File: config.mk
export PLATFORM = sky130hd
export DESIGN_NAME = tt_micro_tile_mux_flat
export DESIGN_NICKNAME = d
export VERILOG_FILES = /design/src/rtl/tt_micro_tile_mux_if.sv /design/src/rtl/tt_micro_tile_mux.sv /design/src/flat_wrapper.sv
export SDC_FILE = /design/constraint.sdc
export NUM_CORES = 1
export LEC_CHECK = 0
export CAP_MARGIN = 20
export CORE_UTILIZATION = 36
export DETAILED_ROUTE_END_ITERATION = 16
export GPL_TIMING_DRIVEN = 0
export PLACE_DENSITY = 0.81
export SYNTH_ARGS = -nofsm -noshare
export SYNTH_HDL_FRONTEND = slang
export SYNTH_SLANG_ARGS = --single-unit
export TNS_END_PERCENT = 10
File: constraint.sdc
create_clock -name clk -period 1.95 [get_ports clk]
set_clock_uncertainty 0.2 [all_clocks]
set_input_delay 0.39 -clock clk [delete_from_list [all_inputs] [get_ports clk]]
set_output_delay 0.39 -clock clk [all_outputs]
set_load 0.01 [all_outputs]
File: src/rtl/tt_micro_tile_mux_if.sv
// rtl/tt_micro_tile_mux_if.sv - shared bus between the tile mux and its attached micro projects
interface tt_micro_tile_mux_if #(
    parameter int N_PROJ = 8
);
    logic [7:0]          proj_ui;
    logic [N_PROJ-1:0]   proj_rst_n;
    logic [8*N_PROJ-1:0] proj_uo;

    modport master (
        output proj_ui,
        output proj_rst_n,
        input  proj_uo
    );

    modport slave (
        input  proj_ui,
        input  proj_rst_n,
        output proj_uo
    );
endinterface

File: src/rtl/tt_micro_tile_mux.sv
// rtl/tt_micro_tile_mux.sv - micro-tile project selector and reset sequencer (option: TT_MICRO_MUX_AUTOSTART_EN)
module tt_micro_tile_mux #(
    parameter int N_PROJ     = 8,
    parameter int RST_CYCLES = 4
) (
    input  logic                  clk,
    input  logic                  rst_n,
    input  logic [7:0]            ui_in,
    input  logic                  sel_load,
    tt_micro_tile_mux_if.master   proj,
    output logic [7:0]            uo_out,
    output logic                  busy
);
    localparam int CW = $clog2(RST_CYCLES + 1);
    localparam logic [CW-1:0] CNT_LOAD = CW'(RST_CYCLES - 1);

    typedef enum logic [1:0] {IDLE, RESET, RUN} state_t;

    state_t        state, state_next;
    logic [3:0]    sel, sel_next;
    logic [CW-1:0] cnt, cnt_next;
    logic [7:0]    uo_next;
    logic          idx_ok;

    assign idx_ok = {1'b0, ui_in[3:0]} < 5'(N_PROJ);

    always_ff @(posedge clk or negedge rst_n) begin
        if (!rst_n) begin
`ifdef TT_MICRO_MUX_AUTOSTART_EN
            state <= RESET;
            cnt   <= CNT_LOAD;
`else
            state <= IDLE;
            cnt   <= '0;
`endif
            sel    <= 4'd0;
            uo_out <= 8'h00;
        end else begin
            state  <= state_next;
            cnt    <= cnt_next;
            sel    <= sel_next;
            uo_out <= uo_next;
        end
    end

    // A load strobe wins over counter expiry, from any state.
    always_comb begin
        state_next = state;
        sel_next   = sel;
        cnt_next   = cnt;
        if (sel_load) begin
            sel_next = ui_in[3:0];
            if (idx_ok) begin
                state_next = RESET;
                cnt_next   = CNT_LOAD;
            end else begin
                state_next = IDLE;
            end
        end else begin
            case (state)
                RESET: begin
                    if (cnt == '0) state_next = RUN;
                    else           cnt_next   = cnt - CW'(1);
                end
                default: state_next = state;
            endcase
        end
    end

    // Project resets and busy come from registered state only; uo_out only
    // follows the project while it stays in RUN across the edge.
    always_comb begin
        proj.proj_ui    = 8'h00;
        proj.proj_rst_n = '0;
        busy            = (state == RESET);
        uo_next         = 8'h00;
        if (state == RUN) begin
            proj.proj_ui = ui_in;
            for (int i = 0; i < N_PROJ; i++) begin
                if (sel == 4'(i)) proj.proj_rst_n[i] = 1'b1;
            end
            if (state_next == RUN) begin
                for (int i = 0; i < N_PROJ; i++) begin
                    if (sel == 4'(i)) uo_next = proj.proj_uo[8*i +: 8];
                end
            end
        end
    end
endmodule
File: src/flat_wrapper.sv
// flat-port wrapper written by rule: the top's interface ports become plain ports
module tt_micro_tile_mux_flat 
#(
    parameter int N_PROJ     = 8,
    parameter int RST_CYCLES = 4
)
  (clk, rst_n, ui_in, sel_load, uo_out, busy, proj_proj_ui, proj_proj_rst_n, proj_proj_uo);
  tt_micro_tile_mux_if #(.N_PROJ(N_PROJ)) proj_i ();
  input  logic clk;
  input  logic rst_n;
  input  logic [7:0] ui_in;
  input  logic sel_load;
  output logic [7:0] uo_out;
  output logic busy;
  output wire logic [$bits(proj_i.proj_ui)-1:0] proj_proj_ui;
  output wire logic [$bits(proj_i.proj_rst_n)-1:0] proj_proj_rst_n;
  input wire logic [$bits(proj_i.proj_uo)-1:0] proj_proj_uo;
  assign proj_proj_ui = proj_i.proj_ui;
  assign proj_proj_rst_n = proj_i.proj_rst_n;
  assign proj_i.proj_uo = proj_proj_uo;
  tt_micro_tile_mux #(.N_PROJ(N_PROJ), .RST_CYCLES(RST_CYCLES)) u_core (.clk(clk), .rst_n(rst_n), .ui_in(ui_in), .sel_load(sel_load), .proj(proj_i), .uo_out(uo_out), .busy(busy));
endmodule
==> flow_metrics.env, run 1 <==
export IMPL_status="completed"
export IMPL_grt_max_degree=18
export IMPL_core_region_area_um2=4000
export IMPL_fmax_mhz=517
export IMPL_worst_pin_slew_ns=0.822
export IMPL_yosysSeqAreaShare_pct=28.5
export IMPL_cts_root_buf="clkbuf_8"
export IMPL_area_delta_synth_final_pct=88.8
export IMPL_clkSinkCount=17
export IMPL_path_cells="buf_6 -> or2_4 -> nor3_2 -> buf_2"
export IMPL_power_density_nw_per_um2=486
export IMPL_synth_edf_count=0
export IMPL_tns_ns=0
export IMPL_final_area_um2=2820
export IMPL_final_cell_mix="82 x clkdlybuf4s50_1, 14 x o21ai_0, 14 x buf_4, 14 x dfrtp_1, 10 x nor2b_1"
export IMPL_wl_um=6070
export IMPL_finalCriticalPeriod_ns=1.94
export IMPL_mostFrequentLayoutCell="clkdlybuf4s50_1"
export IMPL_async_flop_share_pct=100
export IMPL_rsz0062_at_grt="true"
export IMPL_cap_violations=0
export IMPL_gr_total_overflow=0
export IMPL_peakVddDrop_mv=0.350
export IMPL_cpPeakStageDelay_ns=0.42
export IMPL_holdWs_ns=0.350
export IMPL_vias_per_cell=5.75
export IMPL_initial_utilization_pct=37.3
export IMPL_fin_crit_sh_pct=99.3
export IMPL_finalSetupViolations=0
export IMPL_final_nets=371
export IMPL_ys_flop_type="dfrtp_1"
export IMPL_syn_avg_cell_area_um2=8.59
export IMPL_crit_type="reg -> out"
export IMPL_first_pass_iters=5
export IMPL_cts_buffer_depth=2
export IMPL_cp_num_buf_inv=2
export IMPL_maxSlewViolCount=0
export IMPL_drc_errors=0
export IMPL_drive_gt1_share_pct=24.9
export IMPL_relSlewSlack_pct=45.0
export IMPL_clk_transition_reported_paths_ns=0.07
export IMPL_path_max_fanout=8
export IMPL_hold_buffers=0
export IMPL_tritoncts="yes"
export IMPL_syn_inst=174
export IMPL_antenna_left=0
export IMPL_hold_viol=0
export IMPL_io_buffers=99
export IMPL_fp_dieW_um=66.4
export IMPL_synth_distinct_cells=46
export IMPL_vias=1971
export IMPL_synth_seq_cells=17
export IMPL_wl_per_cell_um=17.7
export IMPL_fp_row_count=23
export IMPL_met2_usage_pct=45.0
export IMPL_diodes=0
export IMPL_syn_nets=251
export IMPL_first_global_vias=1800
export IMPL_hp_class="reg -> reg"
export IMPL_num_io_pins=100
export IMPL_grt_use_met3_pct=3.45
export IMPL_clock_latency_ns=0.25
export IMPL_cts_buffers=3
export IMPL_endpoint_kind="output port"
export IMPL_grtUsageTotal_pct=27.1
export IMPL_dp_hpwl_um=4270
export IMPL_fp_dieH_um=66.4
export IMPL_yosysWarningCount=0
export IMPL_drtIter0Drc=187
export IMPL_cp_top_family="flip-flops"
export IMPL_met1_usage_pct=36.0
export IMPL_critical_path_arrival_ns=1.35
export IMPL_ctsHtreeMaxLevel=1
export IMPL_slowest_stage="dfrtp_1"
export IMPL_p_leak_nw=1.19
export IMPL_gp_congestion=0.903
export IMPL_grt_pass1_wl_um=8960
export IMPL_critPathLaunchType="register"
export IMPL_syn_cell_area_um2=1490
export IMPL_placedCellCount=323
export IMPL_antenna_found_initial=0
export IMPL_grt_busiest_layer="met2"
export IMPL_final_cells=343
export IMPL_place_area_um2=2550
export IMPL_dieArea_um2=4410
export IMPL_cp_required_ns=1.36
-- report_power, final --
group	internal (mW)	switching (mW)	total (mW)	leakage, nW
registers	0.387	0.0322	0.420	0.217
logic	0.374	0.302	0.676	0.944
clock network	0.142	0.132	0.274	0.0255
total	0.903	0.466	1.37	1.19
-- worst reg2reg max path: stages, from the launching register on --
cell,delay (ns)
dfrtp_1,0.40
buf_6,0.14
buf_4,0.17
and2b_2,0.25
a22oi_1,0.28
o22ai_1,0.11
o221a_1,0.27
-- synth_stat cells (4+ instances only) --
cell / n / area share [%]
o221a_1: 4 / 3.0
buf_4: 4 / 2.0
a22oi_1: 8 / 4.0
o21ai_0: 14 / 4.7
o22ai_1: 6 / 2.5
a21oi_1: 9 / 3.0
dfrtp_1: 17 / 28
nand2_1: 10 / 2.5
nand3_1: 6 / 2.0
and2_1: 9 / 3.8
nand2b_1: 5 / 2.1
nor3_1: 6 / 2.0
nor2b_1: 11 / 4.6
o21ai_1: 4 / 1.3
mux4_2: 4 / 6.0
nor2_1: 12 / 3.0
-- kinds of logic after synthesis --
| logic type | Yosys count | synth area share (%) |
|---|---|---|
| compound gates | 60 | 28.1 |
| xor+xnor | 1 | 0.586 |
| fa+ha+maj | 2 | 1.67 |
| buf+inv | 15 | 6.03 |
| flops | 17 | 28.5 |
| mux | 7 | 8.21 |
| simple gates | 72 | 27.0 |
-- layer usage --
| layer | routed length (µm) | vias to the layer above |
|---|---|---|
| met5 | 0 | - |
| met2 | 3020 | 128 |
| li1 | - | 892 |
| met4 | 167 | 0 |
| met3 | 496 | 20 |
| met1 | 2380 | 931 |
-- state kept, by name, indices dropped and copies added, names as in the netlist --
register and count:
u_core.cnt 3, u_core.sel 4, u_core.state 2, u_core.uo_out 8
-- what timing repair did --
item | in CTS | in global routing
gates resized for setup | 60 | 25
pin swaps | 2 | 12
endpoints found under the setup margin | 16 | 15
setup buffers | 6 | 9
gates cloned | 1 | 0
-- layout make-up --
cell class,count,area (µm²)
plain buffers,11,114
clock buffers,3,41.3
clock inverters,1,5.00
fillers,306,1180
inverters,4,17.5
multi-input cells,143,1090
flip-flops and latches,17,429
well taps,50,62.6
repair buffers,114,1060
-- per-stage QoR --
step           util, %  total power, mW  setup WS [ns]
2_1_floorplan        -            0.713          0.243
3_3_place_gp      63.7            0.963         -0.484
3_5_place_dp      63.7            0.976         -0.492
4_1_cts           66.9             1.29        -0.0812
5_1_grt           70.5             1.43        -0.0337
6_report          70.5             1.37         0.0141
-- worst paths after layout --
check	start	to	slack (ns)	cells past startpoint
min in group asynchronous	rst_n	u_core.cnt[0]	0.41	1
hold / removal	u_core.cnt[2]	u_core.cnt[2]	0.35	2
hold reg to reg	u_core.cnt[2]	u_core.cnt[2]	0.35	2
setup / recovery	u_core.sel[1]	proj_proj_rst_n[4]	0.01	4
max in group asynchronous	rst_n	u_core.state[0]	0.58	1
setup reg to reg	u_core.sel[0]	u_core.uo_out[3]	0.02	6
No activity file was read; power rests on OpenSTA's default activity.
==> run 2, diff against run 1 <==
- CTS_CLUSTER_DIAMETER: not set -> 50
==> results of run 2 <==
The final DEF is identical to that of run 1; final timing and power are the same.
==> run 3, diff against run 2 <==
- REMOVE_ABC_BUFFERS: not set -> 1
==> run 3 against run 2 <==
  * First-iteration DRC count fell by 62%
  * Register-to-register slack worse by 0.02 ns
  * Cell count is 2.6% lower
  * Clock power shrank 6%
  * Routed wire length fell by 8.7%
  * Sequential share of layout area rose by 1.2 points
  * Cell area decreased by 5.0%
  * Non-clock buffer count down 8
  * Global-route usage down 1.4 points
  * Via count decreased by 7.5%
  * Utilization shrank 3.5 points
==> flow_metrics.env, run 3 (synthesis gave the netlist of run 1 again) <==
export IMPL_status="completed"
export IMPL_crit_type="reg -> reg"
export IMPL_gp_congestion=0.813
export IMPL_startpoint="u_core.sel[1]"
export IMPL_p_sw_uw=427
export IMPL_fmax_mhz=514
export IMPL_cts_root_buf="clkbuf_8"
export IMPL_finalSetupViolations=0
export IMPL_grtUsageTotal_pct=25.7
export IMPL_final_cell_mix="81 x clkdlybuf4s50_1, 15 x buf_4, 14 x o21ai_0"
export IMPL_first_global_vias=1803
export IMPL_fp_row_count=23
export IMPL_cts_buffer_depth=2
export IMPL_vias=1823
export IMPL_final_nets=362
export IMPL_fp_dieW_um=66.4
export IMPL_power_frac_comb_pct=47.3
export IMPL_finalPower_mw=1.30
export IMPL_place_area_um2=2470
export IMPL_cap_violations=0
export IMPL_hold_path_startpoint="u_core.cnt[2]"
export IMPL_dp_hpwl_um=3720
export IMPL_clkPwrFrac_pct=19.9
export IMPL_diodes=0
export IMPL_rr_worst_depth=6
export IMPL_clock_latency_ns=0.25
export IMPL_drc_errors=0
export IMPL_hp_class="reg -> reg"
export IMPL_gr_total_overflow=0
export IMPL_initial_utilization_pct=37.3
export IMPL_finalCriticalPeriod_ns=1.95
export IMPL_power_density_nw_per_um2=484
export IMPL_ctsHtreeMaxLevel=1
export IMPL_maxSlewViolCount=0
export IMPL_dieArea_um2=4410
export IMPL_peakVddDrop_mv=0.266
export IMPL_antenna_left=0
export IMPL_endpoint_kind="register"
export IMPL_regMostFlops="u_core.uo_out"
export IMPL_relSlewSlack_pct=49.4
export IMPL_vias_per_cell=5.46
export IMPL_p_int_uw=870
export IMPL_p_leak_nw=1.09
export IMPL_largest_reg_flops=8
export IMPL_io_buffers=99
export IMPL_hold_viol=0
export IMPL_drtIter0Drc=71
export IMPL_final_cells=334
export IMPL_reg_top3="u_core.uo_out x8, u_core.sel x4, u_core.cnt x3"
export IMPL_first_pass_iters=4
export IMPL_cp_required_ns=1.90
export IMPL_grt_pass1_wl_um=8420
export IMPL_critical_path_arrival_ns=1.90
export IMPL_r2r_start="u_core.sel[1]"
export IMPL_clkSinkCount=17
export IMPL_worst_pin_slew_ns=0.756
export IMPL_fin_crit_sh_pct=99.8
export IMPL_hold_depth=2
export IMPL_clk_transition_reported_paths_ns=0.07
export IMPL_grt_max_degree=18
export IMPL_cts_buffers=3
export IMPL_wl_per_cell_um=16.6
export IMPL_wl_um=5540
export IMPL_mostFrequentLayoutCell="clkdlybuf4s50_1"
export IMPL_final_area_um2=2680
export IMPL_tritoncts="yes"
export IMPL_num_io_pins=100
export IMPL_rsz0062_at_grt="true"
export IMPL_p_sw_share_pct=32.9
export IMPL_antenna_found_initial=0
export IMPL_placedCellCount=312
export IMPL_pwr_share_seq_pct=32.8
export IMPL_drive_gt1_share_pct=24.6
export IMPL_path_max_fanout=6
export IMPL_critPathLaunchType="register"
export IMPL_core_region_area_um2=4000
export IMPL_fp_dieH_um=66.4
export IMPL_area_delta_synth_final_pct=79.3
[run 3: cell count changes in the layout (fill, tap and decap cells not counted), moves of 2 or more]
| cell | change |
|---|---|
| clkbuf_2 | +6 |
| dlygate4sd2_1 | -6 |
| buf_6 | -5 |
| dfrtp_4 | +3 |
| nor2_1 | +3 |
| nor2_2 | -3 |
| a221oi_1 | +2 |
| a221oi_2 | -2 |
| buf_8 | -2 |
| dfrtp_1 | -2 |
[run 3: worst paths after layout]
path | end | slack (ns)
min in group asynchronous | u_core.state[0] | 0.39
worst max register to register | u_core.uo_out[7] | 0.005
worst min-delay path | u_core.cnt[2] | 0.36
worst min register to register | u_core.cnt[2] | 0.36
worst max-delay path | u_core.uo_out[7] | 0.005
max in group asynchronous | u_core.sel[0] | 0.61
[run 3: power by group through the flow]
stage               combinational, mW  clock (mW)  sequential [mW]
floorplan                       0.242           0            0.442
global placement                0.468           0            0.461
finish                          0.613       0.258            0.426
CTS                             0.596       0.263            0.425
detailed placement              0.479           0            0.464
global route                    0.662       0.275            0.429
[run 3: worst max-delay path, cell delays in order, from the launching register on]
cell and delay [ns]:
dfrtp_4 0.52, buf_4 0.16, buf_4 0.14, and2b_2 0.28
o21ai_0 0.12, o311a_1 0.17, a221oi_2 0.26
[run 3: per-stage QoR]
step | util [%] | hold WS [ns] | setup slack, ns | setup TNS (ns)
global route | 67.0 | 0.378 | -0.0561 | -0.322
detailed placement | 61.8 | 0.342 | -0.794 | -11.14
global placement | 61.8 | 0.315 | -0.783 | -10.13
floorplan | - | -0.106 | 0.0139 | 0
finish | 67.0 | 0.359 | 0.00464 | 0
CTS | 67.0 | 0.358 | -0.102 | -0.231
[run 3: routing by layer]
metal / vias up / routed length, µm / GRT usage [%]
met5: - / 0 / 0
met4: 0 / 129 / 11.2
met3: 10 / 296 / 1.55
met2: 81 / 2810 / 43.4
met1: 865 / 2300 / 33.6
li1: 867 / - / -
[run 3: timing repair]
item | CTS | global route
resized for setup | 61 | 24
setup endpoints to repair | 25 | 22
hold endpoints to repair | 0 | 0
gates cloned | 0 | 0
hold buffers | 0 | 0
pin swaps | 1 | 0
buffers inserted | 17 | 1
[run 3: layout make-up]
cell class                      instances  area [µm²]
Clock buffer                            3        41.3
Clock inverter                          1        5.00
Fill cell                             338        1320
Inverter                                4        20.0
Multi-Input combinational cell        142        1050
Sequential cell                        17         439
Tap cell                               50        62.6
Timing Repair Buffer                  117        1060
